### src/rtl/ram_copy_dma.sv
// Purpose : word-at-a-time DMA over an async-read RAM. It either copies src->dst
//           (memmove-safe direction) or fills dst with a pattern.
// Latency : start edge to done cycle is 2*len+1 for copy, len+1 for fill, 1 for len=0.
// Backpr. : none; start is taken only in IDLE and ignored while busy (no queuing).
// Ports   : clk, reset (async, active-high); command start/fill/src/dst/len/pattern;
//           status busy/done; RAM side mem_address/mem_in/mem_load out, mem_out in.
module ram_copy_dma #(
  parameter int AW = 8,
  parameter int DW = 16
) (
  input  logic          clk,
  input  logic          reset,
  input  logic          start,
  input  logic          fill,
  input  logic [AW-1:0] src,
  input  logic [AW-1:0] dst,
  input  logic [AW:0]   len,
  input  logic [DW-1:0] pattern,
  output logic          busy,
  output logic          done,
  output logic [AW-1:0] mem_address,
  output logic [DW-1:0] mem_in,
  output logic          mem_load,
  input  logic [DW-1:0] mem_out
);

  typedef enum logic [1:0] {
    IDLE  = 2'd0,
    READ  = 2'd1,
    WRITE = 2'd2,
    DONE  = 2'd3
  } state_t;

  localparam logic [AW:0] ONE = {{AW{1'b0}}, 1'b1};

  state_t        state, state_nx;
  logic          fill_r;
  logic          desc_r;
  logic [AW-1:0] src_r;
  logic [AW-1:0] dst_r;
  logic [AW:0]   len_r;
  logic [DW-1:0] pattern_r;
  logic [DW-1:0] data_r;
  logic [AW:0]   i_r;     // one bit wider than AW so len=256 terminates cleanly
  logic [AW:0]   off_full;
  logic [AW-1:0] off;
  logic          last;

  // Descending order prevents an overlapping copy from reading words it has
  // already overwritten when the destination sits above the source.
  always_comb begin
    off_full = i_r;
    if (desc_r) off_full = len_r - ONE - i_r;
  end
  assign off  = off_full[AW-1:0];
  assign last = ((i_r + ONE) == len_r);

  // State register
  always_ff @(posedge clk or posedge reset) begin
    if (reset) state <= IDLE;
    else       state <= state_nx;
  end

  // Next-state logic
  always_comb begin
    state_nx = state;
    case (state)
      IDLE: begin
        if (start) begin
          if (len == '0) state_nx = DONE;
          else if (fill) state_nx = WRITE;
          else           state_nx = READ;
        end
      end
      READ:  state_nx = WRITE;
      WRITE: begin
        if (last)        state_nx = DONE;
        else if (fill_r) state_nx = WRITE;
        else             state_nx = READ;
      end
      DONE:    state_nx = IDLE;
      default: state_nx = IDLE;
    endcase
  end

  // Output logic. The outputs are decoded from the state alone, so reset clears them at once.
  always_comb begin
    busy        = (state != IDLE);
    done        = 1'b0;
    mem_address = '0;
    mem_in      = '0;
    mem_load    = 1'b0;
    case (state)
      READ: begin
        mem_address = src_r + off;
      end
      WRITE: begin
        mem_address = dst_r + off;
        mem_in      = fill_r ? pattern_r : data_r;
        mem_load    = 1'b1;
      end
      DONE: done = 1'b1;
      default: ;
    endcase
  end

  // Command registers, word counter and read-data holding register
  always_ff @(posedge clk or posedge reset) begin
    if (reset) begin
      fill_r    <= 1'b0;
      desc_r    <= 1'b0;
      src_r     <= '0;
      dst_r     <= '0;
      len_r     <= '0;
      pattern_r <= '0;
      data_r    <= '0;
      i_r       <= '0;
    end else begin
      case (state)
        IDLE: begin
          if (start) begin
            fill_r    <= fill;
            desc_r    <= !fill && (dst > src);
            src_r     <= src;
            dst_r     <= dst;
            len_r     <= len;
            pattern_r <= pattern;
            i_r       <= '0;
          end
        end
        READ:  data_r <= mem_out;
        WRITE: i_r    <= i_r + ONE;
        default: ;
      endcase
    end
  end

endmodule
### config.mk
export PLATFORM = sky130hd
export DESIGN_NAME = ram_copy_dma
export DESIGN_NICKNAME = d
export VERILOG_FILES = /design/src/rtl/ram_copy_dma.sv
export SDC_FILE = /design/constraint.sdc
export NUM_CORES = 1
export LEC_CHECK = 0
export ABC_AREA = 1
export BUFFER_PORTS_ARGS = -buffer_cell sky130_fd_sc_hd__buf_4
export CAP_MARGIN = 10
export CORE_MARGIN = 8
export CORE_UTILIZATION = 25
export CTS_CLUSTER_DIAMETER = 50
export CTS_CLUSTER_SIZE = 30
export DETAILED_ROUTE_END_ITERATION = 8
export PLACE_DENSITY = 0.45
export SETUP_SLACK_MARGIN = 0.4
export SYNTH_ARGS = -nofsm -noshare
export SYNTH_HDL_FRONTEND = slang
export SYNTH_SLANG_ARGS = --single-unit
### constraint.sdc
create_clock -name clk -period 3.1 [get_ports clk]
set_clock_uncertainty 0.15 [all_clocks]
set_input_delay 0.31 -clock clk [delete_from_list [all_inputs] [get_ports clk]]
set_output_delay 0.31 -clock clk [all_outputs]
set_load 0.01 [all_outputs]
# [Word level (Yosys, flattened, before mapping)]
# Index checks and enable logic that the tools add are counted.
[classes] n_shift=0 n_eq_ne=5 muxes=14 magnitude_cmp=1 bitwise=0 n_addsub=5 n_div=0 n_mul=0 n_reduce_logical=8
[ops] cell="$mux W16" n=2
[ops] cell="$pmux W9 S2" n=1
[ops] cell="$add A8 B8 Y8" n=2
[ops] cell="$pmux W8 S2" n=1
[ops] cell="$mux W2" n=5
[ops] cell="$add A9 B1 Y9 const B" n=1
[ops] cell="$eq A9 B9 Y1" n=1
[ops] cell="$logic_not A9 Y1" n=1
[ops] cell="$mux W9" n=1
[ops] cell="$gt A8 B8 Y1" n=1
[ops] cell="$mux W8" n=1
[ops] cell="$pmux W2 S4" n=1
[ops] cell="$sub A8 B1 Y8 const B" n=1
[ops] cell="$sub A8 B8 Y8" n=1
[ops] cell="$eq A2 B2 Y1 const B" n=2
[ops] cell="$reduce_and A2 Y1" n=2
[ops] cell="$reduce_bool A2 Y1" n=2
[ops] cell="$eq A2 B1 Y1 const B" n=1
[ops] cell="$logic_not A2 Y1" n=1
[ops] cell="$mux W1" n=2
[ops] cell="$ne A2 B2 Y1 const B" n=1
[ops] cell="$logic_and A1 B1 Y1" n=1
[ops] cell="$logic_not A1 Y1" n=1
[word_totals] reg_bits=70 mem_bits_rw=0 out_inout_bits=27 romBits=0 in_bits=61 wordCells=42 n_memories=0 latch_bits=0

# [Depth between registers and ports, before layout]
# Gate-level depths: netlist of run 1.
[depth] ltp_word=5 depth_mapped=19 ltp_nobuf=19

# [Worst setup path before layout of run 1]
# No wires, ideal clock.
[synth_timing] kind="register -> output" startpoint="register i_r[0]" endpoint="output port mem_address[6]" path_slack_ns=-0.001 required_ns=2.640 arrival_ns=2.641 stages_incl_launch_ff=15 n_path_buf=0 cell_sequence="dfrtp_1 > inv_1 > ha_1 > inv_1 > fa_1 > o21ai_0 > inv_1 > fa_1 > nor2_1 > o21ai_0 > nand2_1 > a21oi_1 > o21ai_0 > o21ai_0 > a21oi_1"
[synth_between] elab_chain_len=4 word_cells_on_any_way=5 cone_classes="add/sub: 3; mux: 2"
[synth_rtl] item="start: declaration" line_no="44" source="logic [AW:0] i_r;"
[synth_rtl] item="start signal: assignment" line_no="132" source="WRITE: i_r <= i_r + ONE;"
[synth_rtl] item="$sub A8 B8 Y8" line_no="53" source="if (desc_r) off_full = len_r - ONE - i_r;"
[synth_rtl] item="$mux W8 *" line_no="53"
[synth_rtl] item="$add A8 B8 Y8 (on tied branches)" line_no="98, 95"
[synth_rtl] item="$pmux W8 S2 *" line_no="93" source="case (state)"
[synth_rtl] item="end: declaration" line_no="21" source="output logic [AW-1:0] mem_address,"
# Mark *: on every way between the ends. The rest lies on a longest branch, timed or not.

# [Final worst setup path of run 1]
[layout_timing] startpoint="register i_r[0]" endpoint="output port mem_address[7]"
# The elaborated chain is that of the path after synthesis.

==> results of run 1 <==
final cells by class:
type	count	area [um2]	share of cell area, %
well taps	220	275	4.86
flip-flops and latches	70	1750	31.0
clock inverters	7	55.1	0.972
inverters	73	274	4.84
multi-input cells	414	2230	39.5
repair buffers	110	845	14.9
clock buffers	9	225	3.98
registers in the layout, summed over array words and instances (netlist names):
name,count
i_r,9
pattern_r,16
len_r,9
desc_r,1
data_r,16
dst_r,8
fill_r,1
src_r,8
state,2
synth_stat cells, drive strengths merged:
library cell  number
nand2            200
inv               73
o21ai             72
dfrtp             70
a21oi             34
nand3             29
ha                27
nor2              27
clkbuf            17
o22ai              8
xor2               3
buf                2
fa                 2
nand4              2
nor4               2
o21bai             2
a21boi             1
a2bb2oi            1
o2111ai            1
o211ai             1
o21a               1
or2                1
metal layers:
layer | up-vias | wire length (um)
li1 | 2053 | -
met1 | 1861 | 6140
met2 | 80 | 6260
met3 | 10 | 607
met4 | 0 | 140
met5 | - | 0
cell families (layout without fill, tap and decap cells):
family                   after synthesis  count (layout)
AND/OR/NAND/NOR                      261             261
AO/OA/AOI/OAI                        121             121
buffers and inverters                 92             199
flip-flops                            70              70
adder cells (fa/ha/maj)               29              29
XOR/XNOR                               3               3
where the power goes:
group	switching, mW	leakage (nW)	internal, mW
clock	0.445	0.133	0.550
combinational	1.87	1.85	1.32
sequential	0.249	0.878	1.31
total	2.57	2.86	3.19
worst paths after layout:
| kind | startpoint | to | slack [ns] | cells after the start |
|---|---|---|---|---|
| min reg2reg | data_r[14] | data_r[14] | 0.32 | 2 |
| max reg2reg | state[1] | len_r[1] | 0.90 | 6 |
| min | reset | pattern_r[6] | -0.02 | 2 |
| min in group clk | pattern[4] | pattern_r[4] | 0.02 | 3 |
| max in group asynchronous | reset | i_r[1] | 2.13 | 3 |
| max | i_r[0] | mem_address[7] | -0.21 | 20 |
through the flow:
step,instances,setup TNS (ns),hold WS [ns]
3_3_place_gp,880,0,0.306
5_1_grt,903,-2.08,0.0117
2_1_floorplan,576,0,0.270
6_report,903,-0.793,-0.0163
4_1_cts,901,-0.828,0.00160
3_5_place_dp,880,0,0.309
timing repair:
item / CTS / global route
setup endpoints to repair: 7 / 7
hold endpoints to repair: 1 / 0
hold buffers: 1 / 0
pin swaps: 12 / 5
buffers inserted: 4 / 2
resized for setup: 14 / 11
==> flow_summary.yaml, run 1 <==
sta:
  slew-limit-headroom_pct: 45.5
  setup_slack_ns: -0.213
  hold_ws_ns: -0.0163
  drv_slew: 0
  fmax_ghz: 0.302
  tightest_slew_ns: 0.816
  setup_viol: 5
  post-route-min-period_ns: 3.31
  hold_violations: 30
  finalCritPeriodShare_pct: 107
  rsz0062_at_grt: "yes"
worst_setup_path:
  crit_buf_inv: 4
  cp_slowest_cell: "dfrtp_1"
  endpoint_kind: "output pin"
  critPathArrivalTime_ns: 2.85
  critical_path_class: "reg -> out"
  critPathMaxFanout: 3
  worstPathCellList: "inv_2 -> ha_4 -> inv_2 -> fa_2 -> inv_2 -> nand3_2 -> nand2_2 -> nand2_2 -> nand2_1 -> a21oi_2 -> xor2_1 -> o21ai_1 -> ha_1 -> a21oi_2 -> o21ai_2 -> a21oi_2 -> nand3_1 -> nand2_1 -> nor2_2 -> buf_4"
  worst_path_largest_cell_delay_ns: 0.38
  crit_path_start_kind: "register"
  cp_data_required_time_ns: 2.64
  cp_top_family: "adder cells"
finish:
  stdcell_area_mm2: 0.00566
  post_route_cells_drive_above_1_share_pct: 24.7
  final_cell_mix: "nand2_1 (195), buf_4 (107), dfrtp_1 (69)"
  diodes: 0
  final_util_pct: 34.1
  num-fill-cells: 1812
  nNetsFinal: 768
  syn_to_final_growth_pct: 33.9
  final_common_cell: "nand2_1"
synth:
  netlist_area_mm2: 0.00423
  synth_mux_area_share_pct: 0
  synth_nets: 666
  synthAdderAreaFrac_pct: 8.93
  synth.distinct_cells: 29
  synth-xor-area-share_pct: 0.621
  synth_area_leaders: "dfrtp_1 (41%), nand2_1 (17%), o21ai_0 (8.2%)"
  synth_top_family_by_area: "simple AND/OR/NAND/NOR gates"
  yosys_register_bits: 70
  yosys_warnings: 0
  synth.top_cell.area_share_pct: 41.4
  synth.largest_area_cell: "dfrtp_1"
  syn_area_per_cell_um2: 7.34
  synth_simple_gate_area_share_pct: 25.7
  syn_inst: 576
  synth-seq-area-share_pct: 41.4
  synth-compound-area-share_pct: 15.1
global_routing:
  grt.busiest_layer: "met2"
  grt_max_degree: 44
  grt_pass1_wl_um: 21700
  grt_pass1_vias: 4278
  antenna_found_initial: 0
  use_met2_pct: 21.1
  met1_usage_pct: 15.1
  grtUsageTotal_pct: 12.6
  grt_remaining_overflow: 0
  grt_util_met3_pct: 4.20
drt:
  drt_first_pass_iters: 5
  drt_iter0_markers: 196
  antenna_left: 0
  via_per_inst: 4.43
  wl_um: 13100
  route.vias.total: 4004
  drc: 0
  routedWlPerCell_um: 14.6
power_and_ir_drop:
  leakage_nw: 2.86
  ir_drop_mv: 0.398
  pwr_density_cell_mw_per_mm2: 1020
  finalPower_mw: 5.76
floorplanning:
  dieWidth_um: 146
  num_rows: 47
  pin_count: 88
  start_util_pct: 25.5
  die_h_um: 146
  die_area_mm2: 0.0213
  core_mm2: 0.0166
cts:
  cts_tree: "done"
  cts.sinks: 70
  clock-root-buffer: "clkbuf_16"
  clock_latency_ns: 0.34
  clk_pin_slew_worst_paths_ns: 0.06
  htreeDepth: 3
  clock_path_buffers: 2
  cts-buffers-inserted: 9
min_path:
  hold_class: "in -> async"
run:
  cap_violations: 0
placement:
  pre_cts_ws_ns: 0.0339
  placed_area_mm2: 0.00525
  place.port_buffers: 87
  gp_congestion: 0.799
  dp_hpwl_um: 10100
status:
  status: "finished, violations left"
  violations: "negative hold slack, negative setup slack"
Power figures use the tool's default switching activity.
==> inputs of run 2 (changes only) <==
- PLACE_DENSITY: 0.45 -> not set
- RECOVER_POWER: not set -> 100
==> run 2 against run 1 <==
Effect of this change: the flow finishes with violations (max-capacitance violations, max-slew violations, negative setup slack); final cell count fell by 0.22%; via count is 1.6% lower; setup slack got worse by 0.077 ns; design area fell by 1.1%.
==> flow_summary.yaml, run 2 (same netlist as run 1, synthesis figures left out) <==
global_routing:
  grt_remaining_overflow: 0
  grtUsageTotal_pct: 11.9
  grt_pass1_wl_um: 20300
  grt_max_degree: 71
  antenna_found_initial: 0
  grt_pass1_vias: 3881
cts:
  htreeDepth: 3
  cts.sinks: 70
  clock_latency_ns: 0.33
  clock-root-buffer: "clkbuf_16"
  cts-buffers-inserted: 9
  cts_tree: "done"
  clk_pin_slew_worst_paths_ns: 0.05
  clock_path_buffers: 2
sta:
  setup_slack_ns: -0.289
  finalCritPeriodShare_pct: 109
  rsz0062_at_grt: "yes"
  setup_viol: 3
  hold_violations: 0
  tightest_slew_ns: 1.77
  tns_ns: -0.622
  fmax_ghz: 0.295
  post-route-min-period_ns: 3.39
  slew-limit-headroom_pct: -18.1
  drv_slew: 71
worst_setup_path:
  critPathMaxFanout: 3
  critical_path_class: "reg -> out"
  cp_data_required_time_ns: 2.64
  crit_path_start_kind: "register"
  critPathArrivalTime_ns: 2.93
  endpoint_kind: "output pin"
min_path:
  hold_class: "in -> reg"
drt:
  drc: 0
  via_per_inst: 4.37
  route.vias.total: 3941
  routedWlPerCell_um: 14.0
  antenna_left: 0
  drt_first_pass_iters: 4
  drt_iter0_markers: 269
  wl_um: 12600
power_and_ir_drop:
  pwr_density_cell_mw_per_mm2: 1030
  ir_drop_mv: 0.437
  finalPower_mw: 5.75
  leakage_nw: 2.79
finish:
  final_cell_mix: "nand2_1 (193), buf_4 (84), dfrtp_1 (69)"
  syn_to_final_growth_pct: 32.3
  post_route_cells_drive_above_1_share_pct: 21.4
  final_common_cell: "nand2_1"
  reg_top3: "data_r (16), pattern_r (16)"
  instances_no_fill: 901
  diodes: 0
  num-fill-cells: 1805
  nNetsFinal: 767
floorplanning:
  core_mm2: 0.0166
  die_area_mm2: 0.0213
  pin_count: 88
  start_util_pct: 25.5
  die_h_um: 146
  num_rows: 47
  dieWidth_um: 146
placement:
  dp_hpwl_um: 9780
  gp_congestion: 0.924
  place.port_buffers: 87
  dpl.cell_count: 879
run:
  cap_violations: 1
status:
  status: "finished, violations left"
  violations: "max-capacitance violations, max-slew violations, negative setup slack"
## run 2: layout make-up
class / instances / area, um2 / area share, %
inverter: 73 / 274 / 4.90
timing repair buffer: 109 / 744 / 13.3
sequential: 70 / 1750 / 31.3
tap: 220 / 275 / 4.92
clock inverter: 3 / 67.6 / 1.21
multi-input combinational: 414 / 2230 / 39.8
clock buffer: 12 / 256 / 4.58
## run 2: final timing paths
path | from | to | slack (ns) | cells after the start
min in group asynchronous | reset | data_r[0] | 1.03 | 4
max reg2reg | state[1] | src_r[0] | 0.53 | 7
max | i_r[0] | mem_address[7] | -0.29 | 20
min reg2reg | pattern_r[1] | pattern_r[1] | 0.32 | 2
min | pattern[10] | pattern_r[10] | 0.03 | 3
max in group asynchronous | reset | i_r[1] | 0.57 | 4
## run 2: per-layer routing
metal  up-vias  GRT usage, %  share of wire (%)
met2        79          18.4                 45
li1       2050             -                  -
met5         -             0                  0
met4         0          4.59                1.9
met1      1797          15.8                 49
met3        15          2.72                4.3
## run 2: stage by stage
| step | instance area, um2 | setup WS (ns) | utilization (%) | hold slack (ns) |
|---|---|---|---|---|
| 4_1_cts | 5600 | -0.286 | 33.8 | 0.0169 |
| 6_report | 5600 | -0.289 | 33.7 | 0.0263 |
| 5_1_grt | 5600 | -0.463 | 33.7 | 0.0255 |
| 3_3_place_gp | 5240 | 0.0525 | 31.6 | 0.287 |
| 2_1_floorplan | 4260 | 0.207 | - | 0.270 |
| 3_5_place_dp | 5240 | 0.0144 | 31.6 | 0.285 |
## run 2: repair_timing
action	in CTS	in global routing
pin swaps	5	6
resized for setup	7	16
hold endpoints to repair	70	0
endpoints found under the setup margin	7	7
setup buffers	1	5
hold buffers	1	0
## run 2: worst max-delay path: stages (launching register included)
cell	delay (ns)
dfrtp_1	0.39
inv_2	0.08
ha_4	0.13
inv_2	0.03
fa_2	0.33
inv_2	0.08
nand3_2	0.06
nand2_2	0.07
nand2_2	0.06
nand2_2	0.06
a21oi_2	0.05
xor2_1	0.13
o21ai_1	0.08
ha_1	0.36
a21oi_2	0.17
o21ai_2	0.07
a21oi_2	0.12
nand3_1	0.09
nand2_1	0.07
nor2_2	0.04
buf_4	0.13
## run 2: power by group
| part | switching (mW) | internal [mW] | leakage [nW] |
|---|---|---|---|
| Combinational | 1.86 | 1.22 | 1.76 |
| Clock | 0.373 | 0.744 | 0.155 |
| Sequential | 0.242 | 1.32 | 0.878 |
==> inputs of run 3 (changes only) <==
- CORE_MARGIN: 8 -> not set
- SKIP_CTS_REPAIR_TIMING: not set -> 1
==> run 3 against run 2 <==
Effect of this change: the run ends with design-rule violations, max-capacitance violations, max-slew violations, negative setup slack left; largest power group unchanged; combinational power shrank 1%; global-route usage grew 2.4 points; sequential share of layout area is essentially flat; sequential cell count is the same; setup slack gained 0.068 ns; non-clock buffer count grew 1; critical endpoint unchanged; core utilization grew 0.097 points; critical path type unchanged.
==> flow_summary.yaml, run 3 (same netlist as run 1, synthesis figures left out) <==
status:
  status: "finished, violations left"
  violations: "design-rule violations, max-capacitance violations, max-slew violations, negative setup slack"
placement:
  pre_cts_ws_ns: 0.0197
  dp_hpwl_um: 9040
  place.port_buffers: 87
  dpl.cell_count: 879
  gp_congestion: 0.868
global_routing:
  grt_pass1_vias: 3858
  grt_pass1_wl_um: 19600
  grt_max_degree: 71
  grtUsageTotal_pct: 14.2
  antenna_found_initial: 0
  grt_remaining_overflow: 0
power_and_ir_drop:
  p_int_mw: 3.30
  finalPower_mw: 5.78
  power_frac_comb_pct: 52.6
  sw_frac_of_total_pct: 42.8
  pwr_density_cell_mw_per_mm2: 1030
  ir_drop_mv: 0.326
  leakage_nw: 2.80
  p_clk_share_pct: 20.4
  p_switching_mw: 2.47
  seqPwrFrac_pct: 27.0
cts:
  cts_tree: "done"
  clock-root-buffer: "clkbuf_16"
  clk_pin_slew_worst_paths_ns: 0.06
  cts-buffers-inserted: 9
  clock_path_buffers: 2
  htreeDepth: 3
  cts.sinks: 70
  clock_latency_ns: 0.33
worst_setup_path:
  rrSetupSlack_ns: 0.51
  r2r_end: "i_r[6]"
  cp_data_required_time_ns: 2.64
  critPathMaxFanout: 3
  reg2reg_depth: 6
  r2r_start: "state[0]"
  critical_path_class: "reg -> out"
  endpoint_kind: "output pin"
  critPathArrivalTime_ns: 2.86
  crit_path_start_kind: "register"
min_path:
  hold_path_depth: 3
  hold_class: "in -> reg"
  min_to: "pattern_r[7]"
  min-delay-start: "pattern[7]"
sta:
  fmax_ghz: 0.301
  tns_ns: -0.586
  post-route-min-period_ns: 3.32
  hold_violations: 0
  tightest_slew_ns: 1.75
  setup_viol: 3
  finalCritPeriodShare_pct: 107
  slew-limit-headroom_pct: -16.6
  drv_slew: 71
  rsz0062_at_grt: "yes"
  setup_slack_ns: -0.221
floorplanning:
  pin_count: 88
  die_area_mm2: 0.0174
  die_h_um: 132
  core_mm2: 0.0165
  start_util_pct: 25.6
  num_rows: 47
  dieWidth_um: 132
drt:
  route.vias.total: 3977
  routedWlPerCell_um: 13.2
  antenna_left: 0
  wl_um: 11900
  drc: 2
  drt_first_pass_iters: 7
  drt_iter0_markers: 232
  via_per_inst: 4.40
finish:
  instances_no_fill: 903
  post_route_cells_drive_above_1_share_pct: 20.9
  reg_top3: "data_r (16), pattern_r (16)"
  num-fill-cells: 1776
  syn_to_final_growth_pct: 32.2
  nNetsFinal: 768
  final_cell_mix: "nand2_1 (194), buf_4 (84), dfrtp_1 (69)"
  final_common_cell: "nand2_1"
  final_util_pct: 33.8
  diodes: 0
run:
  cap_violations: 1
## run 3: power by group through the flow
stage | Clock, mW | Combinational (mW) | Sequential (mW)
floorplan | 0 | 1.94 | 1.49
global placement | 0 | 2.87 | 1.56
detailed placement | 0 | 2.88 | 1.57
CTS | 1.21 | 2.90 | 1.56
global route | 1.25 | 3.47 | 1.61
finish | 1.18 | 3.04 | 1.56
## run 3: worst max path at each step
| stage | cells past startpoint | endpoint | slack [ns] | startpoint |
|---|---|---|---|---|
| after floorplan | 16 | mem_address[6] | 0.21 | state[0] |
| after global placement | 20 | mem_address[7] | 0.05 | i_r[0] |
| after detailed placement | 20 | mem_address[7] | 0.02 | i_r[0] |
| after CTS | 20 | mem_address[7] | -0.37 | i_r[0] |
| after global routing | 20 | mem_address[7] | -0.43 | i_r[0] |
| final | 20 | mem_address[7] | -0.22 | i_r[0] |
## run 3: layer usage
metal  up-vias  track usage (%)  share of wire, %
met3        17             1.85               4.9
li1       2056                -                 -
met5         -                0                 0
met1      1785             21.0                51
met4         0             6.20               2.3
met2       119             20.7                42
## run 3: stage by stage
stage,cell area [um2],hold slack [ns]
2_1_floorplan,4260,0.270
3_3_place_gp,5240,0.279
3_5_place_dp,5240,0.279
4_1_cts,5580,-0.0858
5_1_grt,5590,0.0191
6_report,5590,0.0214
## run 3: final cells by class
class / count / area (um2) / share of cell area (%)
flip-flops and latches: 70 / 1750 / 31.3
repair buffers: 110 / 748 / 13.4
clock inverters: 6 / 110 / 1.97
multi-input cells: 414 / 2200 / 39.4
inverters: 73 / 274 / 4.90
clock buffers: 10 / 229 / 4.09
well taps: 220 / 275 / 4.92
## run 3: critical path: stages, from the launching register on
cell	delay, ns
dfrtp_1	0.38
inv_2	0.08
ha_4	0.13
inv_2	0.03
fa_2	0.32
inv_2	0.07
nand3_2	0.06
nand2_2	0.08
nand2_2	0.06
nand2_2	0.06
a21oi_2	0.05
xor2_1	0.14
o21ai_1	0.12
ha_1	0.28
a21oi_2	0.12
o21ai_1	0.08
a21oi_2	0.12
nand3_1	0.08
nand2_1	0.08
nor2_2	0.04
buf_4	0.13
